[config.mk]
export PLATFORM = sky130hd
export DESIGN_NAME = uart_tx_param
export DESIGN_NICKNAME = d
export VERILOG_FILES = /design/src/rtl/uart_tx_param.sv
export SDC_FILE = /design/constraint.sdc
export NUM_CORES = 1
export LEC_CHECK = 0
export ABC_AREA = 1
export ABC_CLOCK_PERIOD_IN_PS = 1400
export BUFFER_PORTS_ARGS = -buffer_cell sky130_fd_sc_hd__buf_2
export CAP_MARGIN = 5
export CORE_UTILIZATION = 55
export CTS_CLUSTER_DIAMETER = 60
export CTS_CLUSTER_SIZE = 25
export DETAILED_ROUTE_END_ITERATION = 10
export PLACE_DENSITY = 0.77
export SYNTH_ARGS = -nofsm -noshare
export SYNTH_HDL_FRONTEND = slang
export SYNTH_SLANG_ARGS = --single-unit
[constraint.sdc]
create_clock -name clk -period 1.4 [get_ports clk]
set_input_delay 0.14 -clock clk [delete_from_list [all_inputs] [get_ports clk]]
set_output_delay 0.14 -clock clk [all_outputs]
set_load 0.005 [all_outputs]
[src/rtl/uart_tx_param.sv]
// Parametrised UART transmitter: one character per ready/valid handshake,
// framed as start, DATA_BITS data (LSB first), optional parity, 1-2 stop bits.
module uart_tx_param #(
  parameter int CLKS_PER_BIT = 16,
  parameter int DATA_BITS    = 8,
  parameter int PARITY       = 0,
  parameter int STOP_BITS    = 1
) (
  input  logic                 clk,
  input  logic                 rst,
  input  logic [DATA_BITS-1:0] tx_data,
  input  logic                 tx_valid,
  output logic                 tx_ready,
  output logic                 tx_out,
  output logic                 busy,
  output logic                 tx_done
);

  localparam int BAUD_W = (CLKS_PER_BIT > 1) ? $clog2(CLKS_PER_BIT) : 1;
  localparam int BIT_W  = $clog2(DATA_BITS + 1);

  localparam logic [BAUD_W-1:0] BAUD_LAST  = BAUD_W'(CLKS_PER_BIT - 1);
  localparam logic [BIT_W-1:0]  DATA_LAST  = BIT_W'(DATA_BITS - 1);
  localparam logic [BIT_W-1:0]  STOP_LAST  = BIT_W'(STOP_BITS - 1);
  localparam bit                HAS_PARITY = (PARITY != 0);
  localparam bit                ODD_PARITY = (PARITY == 2);

  typedef enum logic [2:0] {
    ST_IDLE   = 3'd0,
    ST_START  = 3'd1,
    ST_DATA   = 3'd2,
    ST_PARITY = 3'd3,
    ST_STOP   = 3'd4
  } state_e;

  function automatic logic parity_bit(input logic [DATA_BITS-1:0] data,
                                      input logic                 odd);
    return (^data) ^ odd;
  endfunction

  state_e               state_q,  state_d;
  logic [BAUD_W-1:0]    baud_q,   baud_d;
  logic [BIT_W-1:0]     bit_q,    bit_d;
  logic [DATA_BITS-1:0] shift_q,  shift_d;
  logic                 parity_q, parity_d;
  logic                 tx_out_q, tx_out_d;
  logic                 tx_ready_q, tx_ready_d;
  logic                 busy_q,   busy_d;
  logic                 tx_done_q, tx_done_d;

  logic baud_last;
  logic accept;

  assign baud_last = (baud_q == BAUD_LAST);
  assign accept    = tx_valid && tx_ready_q;

  // Next-state, counter and shift-register logic.
  always_comb begin
    state_d  = state_q;
    baud_d   = baud_q;
    bit_d    = bit_q;
    shift_d  = shift_q;
    parity_d = parity_q;

    if (state_q == ST_IDLE) begin
      baud_d = '0;
    end else if (baud_last) begin
      baud_d = '0;
    end else begin
      baud_d = baud_q + BAUD_W'(1'b1);
    end

    case (state_q)
      ST_IDLE: begin
        if (accept) begin
          state_d  = ST_START;
          shift_d  = tx_data;
          parity_d = parity_bit(tx_data, ODD_PARITY);
          bit_d    = '0;
        end else begin
          state_d = ST_IDLE;
        end
      end
      ST_START: begin
        if (baud_last) begin
          state_d = ST_DATA;
        end else begin
          state_d = ST_START;
        end
      end
      ST_DATA: begin
        if (baud_last) begin
          shift_d = {1'b0, shift_q[DATA_BITS-1:1]};
          if (bit_q == DATA_LAST) begin
            bit_d   = '0;
            state_d = HAS_PARITY ? ST_PARITY : ST_STOP;
          end else begin
            bit_d = bit_q + BIT_W'(1'b1);
          end
        end else begin
          state_d = ST_DATA;
        end
      end
      ST_PARITY: begin
        if (baud_last) begin
          state_d = ST_STOP;
        end else begin
          state_d = ST_PARITY;
        end
      end
      ST_STOP: begin
        if (baud_last) begin
          if (bit_q == STOP_LAST) begin
            bit_d   = '0;
            state_d = ST_IDLE;
          end else begin
            bit_d = bit_q + BIT_W'(1'b1);
          end
        end else begin
          state_d = ST_STOP;
        end
      end
      default: begin
        state_d = ST_IDLE;
        bit_d   = '0;
      end
    endcase
  end

  // Output flops are loaded from the current state, so the line trails the
  // state machine by one cycle and leaves one idle cycle after each accept.
  always_comb begin
    tx_out_d = 1'b1;
    case (state_q)
      ST_IDLE:   tx_out_d = 1'b1;
      ST_START:  tx_out_d = 1'b0;
      ST_DATA:   tx_out_d = shift_q[0];
      ST_PARITY: tx_out_d = parity_q;
      ST_STOP:   tx_out_d = 1'b1;
      default:   tx_out_d = 1'b1;
    endcase

    tx_done_d  = (state_q == ST_STOP) && baud_last && (bit_q == STOP_LAST);
    tx_ready_d = (state_d == ST_IDLE);
    busy_d     = (state_d != ST_IDLE) || tx_done_d;
  end

  // State, counters and registered outputs; reset forces the line high at once.
  always_ff @(posedge clk or posedge rst) begin
    if (rst) begin
      state_q    <= ST_IDLE;
      baud_q     <= '0;
      bit_q      <= '0;
      shift_q    <= '0;
      parity_q   <= 1'b0;
      tx_out_q   <= 1'b1;
      tx_ready_q <= 1'b1;
      busy_q     <= 1'b0;
      tx_done_q  <= 1'b0;
    end else begin
      state_q    <= state_d;
      baud_q     <= baud_d;
      bit_q      <= bit_d;
      shift_q    <= shift_d;
      parity_q   <= parity_d;
      tx_out_q   <= tx_out_d;
      tx_ready_q <= tx_ready_d;
      busy_q     <= busy_d;
      tx_done_q  <= tx_done_d;
    end
  end

  assign tx_out   = tx_out_q;
  assign tx_ready = tx_ready_q;
  assign busy     = busy_q;
  assign tx_done  = tx_done_q;

endmodule

==> impl_metrics.py, run 1 <==
metrics = {
    "worst_setup_path": {
        "rr_startpoint": "bit_q[1]",
        "cp.arrival_ps": 1630,
        "crit_required_ps": 1670,
        "cp_common_cell": "nand2_1",
        "critPathBufInv": 1,
        "cp_slowest_cell": "dfrtp_2",
        "cp-start-kind": "flip-flop",
        "slowest_delay_ps": 460,
        "crit_type": "reg -> reg",
        "worstPathCellList": "ha_2 -> nand2_1 -> nor2_4 -> o21ai_1 -> nand2_1 -> buf_4 -> nor3_2",
        "critical_path.top_delay_family": "flip-flops",
        "worstRegToRegCells": 7,
        "worstPathMaxFanout": 5,
        "cp-end-kind": "flip-flop",
        "r2r_slack_ps": 40,
        "worstReg2RegEnd": "tx_ready",
    },
    "floorplanning": {
        "fp-row-count": 18,
        "die_w_microns": 53.19,
        "initial_core_util_pct": 58.18,
        "coreArea_sq_um": 2477,
        "dieArea_sq_um": 2829,
        "die_h_microns": 53.19,
        "top_level_ports": 15,
    },
    "detailed_routing": {
        "vias": 1341,
        "wl_microns": 3211,
        "drc": 0,
        "ant_nets": 0,
        "dr.pass1.iters": 4,
        "viasPerCell": 5.060,
        "post_drt_wl_per_cell_microns": 12.12,
        "drtIter0Drc": 12,
    },
    "clock_tree": {
        "cts_tree": "done",
        "htree_levels": 1,
        "clkLatencyLatePin_ps": 330,
        "cts_buffers": 3,
        "root_buffer": "clkbuf_4",
        "cts_sinks": 24,
        "cts.clk_slew.worst_paths_ps": 150,
        "cts_buffer_depth": 2,
    },
    "sta": {
        "fmax_ghz": 0.7357,
        "slew_viol_final": 0,
        "fin_crit_sh_pct": 97.09,
        "setup_tns_ps": 0,
        "min_period_ps": 1359,
        "slew_headroom_pct": 71.13,
        "rsz0062_at_grt": "true",
        "finalHoldViolCount": 0,
        "setup_viol": 0,
        "finClkSkew_ps": 16.05,
        "tightest_slew_ps": 432.6,
    },
    "global_routing": {
        "grt_overflow": 0,
        "antenna_found_initial": 0,
        "grt_pass1_wl_microns": 5292,
        "grt_max_degree": 15,
        "grt_usage_pct": 26.09,
        "grt_pass1_vias": 1258,
    },
    "hold_path": {
        "worstHoldEndpoint": "shift_q[7]",
        "worstHoldStart": "tx_data[7]",
        "min_path_cells": 3,
        "hold_class": "in -> reg",
    },
    "logic_synthesis": {
        "ys.flop_type": "dfrtp_1",
        "synthCells": 205,
        "avgSynthCellArea_sq_um": 7.031,
        "synthArstFlopShare_pct": 100.0,
        "synth_nets": 219,
        "synth.area.top_cells": "dfrtp_1 38%, nand2_1 23%, inv_1 6.8%",
        "ys_seq_area_share_pct": 41.84,
        "post-synth-top-count-cell": "nand2_1",
        "syn_area_sq_um": 1441,
        "synth_seq_cells": 24,
        "synth_area_leader_cell": "dfrtp_1",
        "post_synth_num_cell_types": 24,
        "ys_top_cells_by_count": "88 x nand2_1, 26 x inv_1, 22 x dfrtp_1",
        "yosysWarnings": 0,
        "synth-edff-count": 0,
        "netlist.area_leader.share_pct": 38.19,
    },
    "layout": {
        "stdcell_count": 265,
        "areaGrowthSynthToFinish_pct": 21.18,
        "antenna_cells": 0,
        "drive_above_1_share_pct": 26.81,
        "fin_nets": 250,
        "fin_util_pct": 70.51,
    },
    "power": {
        "power_density_nw_per_um2": 737.5,
        "fin_total_pwr_mw": 1.288,
        "ir_drop_uv": 669.7,
        "p_leak_nw": 1.030,
    },
    "run": {
        "cap_violations": 0,
    },
    "placed_design": {
        "dp_hpwl_microns": 2429,
        "dp_cells": 253,
        "place_congestion": 0.8284,
        "io_buffers": 14,
    },
    "outcome": {
        "status": "complete, no violations",
    },
}
[power breakdown]
part	internal (mW)	switching (mW)
Sequential	0.694	0
Combinational	0.0318	0.0535
Clock	0.290	0.220
Total	1.01	0.273
[kinds of logic after synthesis]
family | share of synthesized area [%]
buffers and inverters | 8.507
flip-flops | 41.84
AND/OR/NAND/NOR | 38.46
adder cells (fa/ha/maj) | 2.604
XOR/XNOR | 2.431
AO/OA/AOI/OAI | 6.164
[final cells by class]
class,instances,area (sq um)
Inverter,30,115.1
Tap cell,30,37.54
Multi-Input combinational cell,150,762.0
Timing Repair Buffer,27,170.2
Clock buffer,3,22.52
Clock inverter,1,30.03
Fill cell,198,730.7
Sequential cell,24,609.3
[cells in the final DEF (no fill, tap or decap), drive strengths merged, types with 2 or more instances in the layout]
cell    synthesis  final
nand2          93     93
nand4           3      3
dfstp           2      2
nor2           19     19
dfrtp          22     22
clkbuf          0      3
nand3          13     13
inv            30     30
buf             1     26
ha              3      3
xnor2           2      2
o21ai          13     13
xor2            2      2
[state kept, by name, summed over array words and instances, names as in the netlist]
register and count:
shift_q 8, baud_q 4, busy 1, tx_done 1
tx_out 1, state_q 3, parity_q 1, tx_ready 1
bit_q 4
[through the flow]
step                hold WS (ps)  setup WS [ps]  area [sq um]
CTS                        82.78         0.3900          1660
detailed placement         157.9         -29.88          1579
global route               89.65         -35.98          1747
finish                     95.65          40.76          1747
global placement           137.1          58.80          1579
floorplan                  153.1          133.3          1441
[tightest hold or removal path, cell delays in order]
cell and delay (ps):
buf_2 110, nand4_1 80, o21ai_1 60
[worst max path at each step]
stage	startpoint	to	slack, ps	cells past startpoint
2_1_floorplan	baud_q[0]	bit_q[3]	130	7
3_3_place_gp	baud_q[0]	bit_q[3]	60	7
3_5_place_dp	baud_q[0]	bit_q[0]	-30	7
4_1_cts	baud_q[0]	busy	0.4	6
5_1_grt	baud_q[1]	shift_q[1]	-40	7
6_report	bit_q[1]	tx_ready	40	7
[per-layer routing]
| layer | GRT usage (%) | vias up | wire length (microns) |
|---|---|---|---|
| met3 | 4.310 | 6 | 89 |
| met4 | 8.772 | 0 | 46 |
| met1 | 30.04 | 620 | 1446 |
| met2 | 48.10 | 21 | 1628 |
| li1 | - | 694 | - |
| met5 | 0 | - | 0 |
[timing repair]
item,4_1_cts,5_1_grt
resized for setup,6,13
endpoints found under the setup margin,13,13
buffers inserted,0,7
hold endpoints to repair,9,0
pin swaps,0,8
hold buffers,1,0
(Power assumes the default switching activity.)
==> inputs of run 2 (changes only) <==
--- a/config.mk
+++ b/config.mk
@@ -9,6 +9,7 @@
 export ABC_CLOCK_PERIOD_IN_PS = 1400
 export BUFFER_PORTS_ARGS = -buffer_cell sky130_fd_sc_hd__buf_2
 export CAP_MARGIN = 5
+export CORE_ASPECT_RATIO = 1.4
 export CORE_UTILIZATION = 55
 export CTS_CLUSTER_DIAMETER = 60
 export CTS_CLUSTER_SIZE = 25
==> impl_metrics.py, run 2 (synthesized netlist as in run 1, its figures left out) <==
metrics = {
    "layout": {
        "areaGrowthSynthToFinish_pct": 22.92,
        "largest_reg_flops": 8,
        "fin_nets": 252,
        "drive_above_1_share_pct": 28.69,
        "antenna_cells": 0,
        "final_common_cell": "nand2_1",
        "top_regs": "shift_q: 8 flops, baud_q: 4 flops, bit_q: 4 flops",
        "largest_register": "shift_q",
        "layout_common_cells": "79 x nand2_1, 25 x inv_1, 20 x dfrtp_1",
    },
    "sta": {
        "finClkSkew_ps": 5.072,
        "setup_ws_ps": 25.51,
        "min_period_ps": 1374,
        "setup_viol": 0,
        "tightest_slew_ps": 308.2,
        "slew_headroom_pct": 79.45,
        "fin_crit_sh_pct": 98.18,
        "fmax_ghz": 0.7275,
        "slew_viol_final": 0,
        "holdWs_ps": 120.6,
        "finalHoldViolCount": 0,
        "rsz0062_at_grt": "true",
    },
    "placed_design": {
        "place_congestion": 0.8520,
        "io_buffers": 14,
        "dp_hpwl_microns": 2308,
        "pre_cts_ws_ps": -16.38,
    },
    "clock_tree": {
        "cts_buffer_depth": 2,
        "cts_buffers": 3,
        "cts.clk_slew.worst_paths_ps": 140,
        "htree_levels": 1,
        "cts_tree": "done",
        "cts_sinks": 24,
        "clkLatencyLatePin_ps": 310,
        "root_buffer": "clkbuf_4",
    },
    "worst_setup_path": {
        "cp-start-kind": "flip-flop",
        "crit_required_ps": 1660,
        "crit_type": "reg -> reg",
        "worstPathMaxFanout": 5,
        "slowest_delay_ps": 450,
        "cp.arrival_ps": 1630,
        "worstPathCellList": "inv_2 -> nand2_4 -> nor2_4 -> nand2_2 -> o21ai_4 -> inv_4 -> nand2_4 -> nand2_1 -> nand2_1",
        "cp_slowest_cell": "dfrtp_1",
        "cp-end-kind": "flip-flop",
    },
    "detailed_routing": {
        "ant_nets": 0,
        "drc": 0,
        "viasPerCell": 5.055,
        "drtIter0Drc": 36,
        "wl_microns": 3169,
        "vias": 1370,
        "post_drt_wl_per_cell_microns": 11.69,
        "dr.pass1.iters": 4,
    },
    "power": {
        "power_density_nw_per_um2": 621.5,
        "p_leak_nw": 1.034,
        "ir_drop_uv": 716.7,
    },
    "floorplanning": {
        "initial_core_util_pct": 58.99,
        "dieArea_sq_um": 2832,
        "fp-row-count": 21,
        "coreArea_sq_um": 2444,
        "top_level_ports": 15,
        "die_w_microns": 45.27,
        "die_h_microns": 62.57,
    },
    "run": {
        "cap_violations": 0,
    },
    "global_routing": {
        "grt_pass1_wl_microns": 5126,
        "grt_max_degree": 25,
        "grt_usage_pct": 23.59,
        "grt_pass1_vias": 1287,
        "antenna_found_initial": 0,
        "grt_overflow": 0,
    },
    "hold_path": {
        "hold_class": "in -> reg",
    },
    "outcome": {
        "status": "complete, no violations",
    },
}
## run 2: cell types whose count changed in the layout (fill, tap and decap cells not counted), moves of 2 or more
cell,delta
nand2_1,-9
dfrtp_1,+3
dfrtp_2,-3
nand2_2,+6
inv_2,-2
nand2_4,+2
buf_4,+2
inv_1,+2
## run 2: where the power goes
| part | total, mW | switching, mW | internal [mW] | leakage (nW) |
|---|---|---|---|---|
| Clock | 0.323 | 0.211 | 0.111 | 0.0150 |
| Sequential | 0.694 | 0 | 0.694 | 0.301 |
| Combinational | 0.0848 | 0.0529 | 0.0319 | 0.718 |
## run 2: worst paths after layout
path / end / cells past startpoint / slack, ps / from
max: bit_q[3] / 9 / 30 / state_q[2]
min: shift_q[7] / 3 / 120 / tx_data[7]
max reg2reg: bit_q[3] / 9 / 30 / state_q[2]
min reg2reg: shift_q[1] / 2 / 500 / shift_q[1]
max in group asynchronous: tx_out / 4 / 720 / rst
min in group asynchronous: tx_done / 4 / 380 / rst
## run 2: layout make-up
cell class                 instances  area [sq um]
tap                               34         42.54
timing repair buffer              29         185.2
fill                             196         671.9
sequential                        24         605.6
multi-input combinational        150         797.0
inverter                          30         115.1
clock buffer                       4         26.28
## run 2: routing by layer
metal  track usage, %  share of wire (%)  vias up
met5                0                  0        -
met4            8.333                1.9        0
met3            2.601                3.0        6
met2            41.30                 54       35
met1            28.44                 42      639
li1                 -                  -      690
## run 2: worst max-delay path, delay by kind of cell (launching register included)
| family | cells | cell delay, ps |
|---|---|---|
| buffers and inverters | 2 | 210 |
| DFF | 1 | 450 |
| AOI/OAI and AO/OA | 1 | 110 |
| and+or+nand+nor | 6 | 560 |
## run 2: repair_timing
item / CTS / global route
cloned: 0 / 0
hold endpoints to repair: 22 / 0
setup endpoints to repair: 3 / 14
gates resized for setup: 3 / 24
pin swaps: 0 / 8
setup buffers: 2 / 6
hold buffers: 1 / 0
## run 2: through the flow
step           instances  power [mW]  TNS, ps  area (sq um)  util (%)
5_1_grt              271       1.152   -537.5          1772     72.50
6_report             271       1.101        0          1772     72.50
4_1_cts              265       1.099        0          1649     67.49
2_1_floorplan        205      0.7557        0          1441         -
3_5_place_dp         258      0.7903   -16.38          1592     65.13
3_3_place_gp         258      0.7854        0          1592     65.13
==> inputs of run 3 (changes only) <==
--- a/config.mk
+++ b/config.mk
@@ -14,7 +14,7 @@
 export CTS_CLUSTER_DIAMETER = 60
 export CTS_CLUSTER_SIZE = 25
 export DETAILED_ROUTE_END_ITERATION = 10
-export PLACE_DENSITY = 0.77
+export PLACE_DENSITY = 0.72
 export SYNTH_ARGS = -nofsm -noshare
 export SYNTH_HDL_FRONTEND = slang
 export SYNTH_SLANG_ARGS = --single-unit
==> impl_metrics.py, run 3 (synthesized netlist as in run 1, its figures left out) <==
metrics = {
    "sta": {
        "fin_crit_sh_pct": 96.37,
        "setup_tns_ps": 0,
        "finClkSkew_ps": 4.226,
        "setup_viol": 0,
        "slew_viol_final": 0,
        "slew_headroom_pct": 79.69,
        "finalHoldViolCount": 0,
        "rsz0062_at_grt": "true",
        "tightest_slew_ps": 304.7,
        "min_period_ps": 1349,
        "setup_ws_ps": 50.78,
        "fmax_ghz": 0.7412,
    },
    "layout": {
        "layout_common_cells": "86 x nand2_1, 24 x inv_1, 20 x dfrtp_1",
        "stdcell_count": 271,
        "areaGrowthSynthToFinish_pct": 22.66,
        "fin_util_pct": 72.35,
        "antenna_cells": 0,
        "fin_nets": 252,
        "final_common_cell": "nand2_1",
        "largest_reg_flops": 8,
        "drive_above_1_share_pct": 26.16,
        "largest_register": "shift_q",
        "top_regs": "shift_q: 8 flops, baud_q: 4 flops, bit_q: 4 flops",
    },
    "outcome": {
        "status": "complete, no violations",
    },
    "detailed_routing": {
        "post_drt_wl_per_cell_microns": 11.62,
        "highest-signal-layer": "met4",
        "met1Wirelength_microns": 1239,
        "drtIter0Drc": 60,
        "viasPerCell": 4.941,
        "ant_nets": 0,
        "dr_wl_met2_microns": 1769,
        "drc": 0,
        "met3WireLength_microns": 59,
        "wl_microns": 3149,
        "vias": 1339,
        "dr.pass1.iters": 4,
    },
    "clock_tree": {
        "clkLatencyLatePin_ps": 300,
        "cts_sinks": 24,
        "root_buffer": "clkbuf_4",
        "htree_levels": 1,
        "cts.clk_slew.worst_paths_ps": 130,
        "cts_buffers": 3,
        "cts_buffer_depth": 2,
        "cts_tree": "done",
    },
    "worst_setup_path": {
        "worstReg2RegEnd": "shift_q[0]",
        "r2r_slack_ps": 50,
        "worstRegToRegCells": 6,
        "rr_startpoint": "state_q[1]",
        "cp_slowest_cell": "dfrtp_2",
        "cp-end-kind": "flip-flop",
        "cp-start-kind": "flip-flop",
        "cp.arrival_ps": 1560,
        "worstPathCellList": "nor2_4 -> nand2_2 -> o21ai_4 -> nor2_4 -> nand2_1 -> nand2_1",
        "crit_type": "reg -> reg",
        "slowest_delay_ps": 480,
        "worstPathMaxFanout": 8,
        "crit_required_ps": 1610,
    },
    "power": {
        "p_leak_nw": 1.036,
        "fin_total_pwr_mw": 1.131,
        "power_density_nw_per_um2": 640.0,
        "ir_drop_uv": 497.8,
    },
    "run": {
        "cap_violations": 0,
    },
    "placed_design": {
        "dp_cells": 257,
        "io_buffers": 14,
        "pre_cts_ws_ps": -32.43,
        "dp_hpwl_microns": 2398,
        "place_congestion": 0.8108,
    },
    "floorplanning": {
        "top_level_ports": 15,
        "die_h_microns": 62.57,
        "fp-row-count": 21,
        "initial_core_util_pct": 58.99,
        "die_w_microns": 45.27,
        "coreArea_sq_um": 2444,
        "dieArea_sq_um": 2832,
    },
    "global_routing": {
        "grt_max_degree": 25,
        "antenna_found_initial": 0,
        "grt_overflow": 0,
        "grt_usage_pct": 25.42,
        "grt_pass1_vias": 1371,
        "grt_pass1_wl_microns": 5485,
    },
    "hold_path": {
        "worstHoldStart": "tx_data[7]",
        "min_path_cells": 3,
        "worstHoldEndpoint": "shift_q[7]",
        "hold_class": "in -> reg",
    },
}
-- run 3: cell counts in the layout (fill, tap and decap cells not counted) --
Identical to the previous run, type by type.
-- run 3: repair_timing --
action | 4_1_cts | 5_1_grt
setup buffers | 3 | 6
endpoints found under the hold margin | 22 | 0
cloned | 0 | 0
setup endpoints to repair | 13 | 14
hold buffers | 1 | 0
pin swaps | 1 | 11
resized for setup | 5 | 16
-- run 3: cell type report --
class	instances	area [sq um]
sequential	24	605.6
timing repair buffer	29	188.9
multi-input combinational	150	779.5
clock buffer	4	36.28
inverter	30	115.1
tap	34	42.54
fill	229	675.6
-- run 3: metrics by stage --
stage	hold WS (ps)	instance area, sq um
2_1_floorplan	153.1	1441
5_1_grt	132.0	1768
4_1_cts	100.8	1669
3_5_place_dp	203.8	1584
6_report	116.3	1768
3_3_place_gp	186.5	1584
-- run 3: worst max-delay path by stage --
stage	startpoint	end	slack, ps	cells past startpoint
floorplan	baud_q[0]	bit_q[3]	130	7
global placement	bit_q[0]	busy	7	7
detailed placement	baud_q[0]	bit_q[2]	-30	7
CTS	bit_q[0]	bit_q[3]	5	8
global route	bit_q[0]	busy	-10	7
finish	state_q[1]	shift_q[0]	50	6
-- run 3: where the power goes --
part | internal (mW) | switching, mW | leakage, nW
sequential | 0.693 | 0 | 0.301
combinational | 0.0318 | 0.0515 | 0.714
clock | 0.158 | 0.196 | 0.0210
-- run 3: metal layers --
metal | global-route usage (%) | vias to the layer above
li1 | - | 694
met1 | 26.69 | 617
met4 | 10.61 | 0
met3 | 1.734 | 6
met5 | 0 | -
met2 | 48.19 | 22
-- run 3: worst max-delay path: cells and delay by family, from the launching register on --
kind / cells / cell delay [ps]
compound gates: 1 / 280
flops: 1 / 480
simple gates: 5 / 500
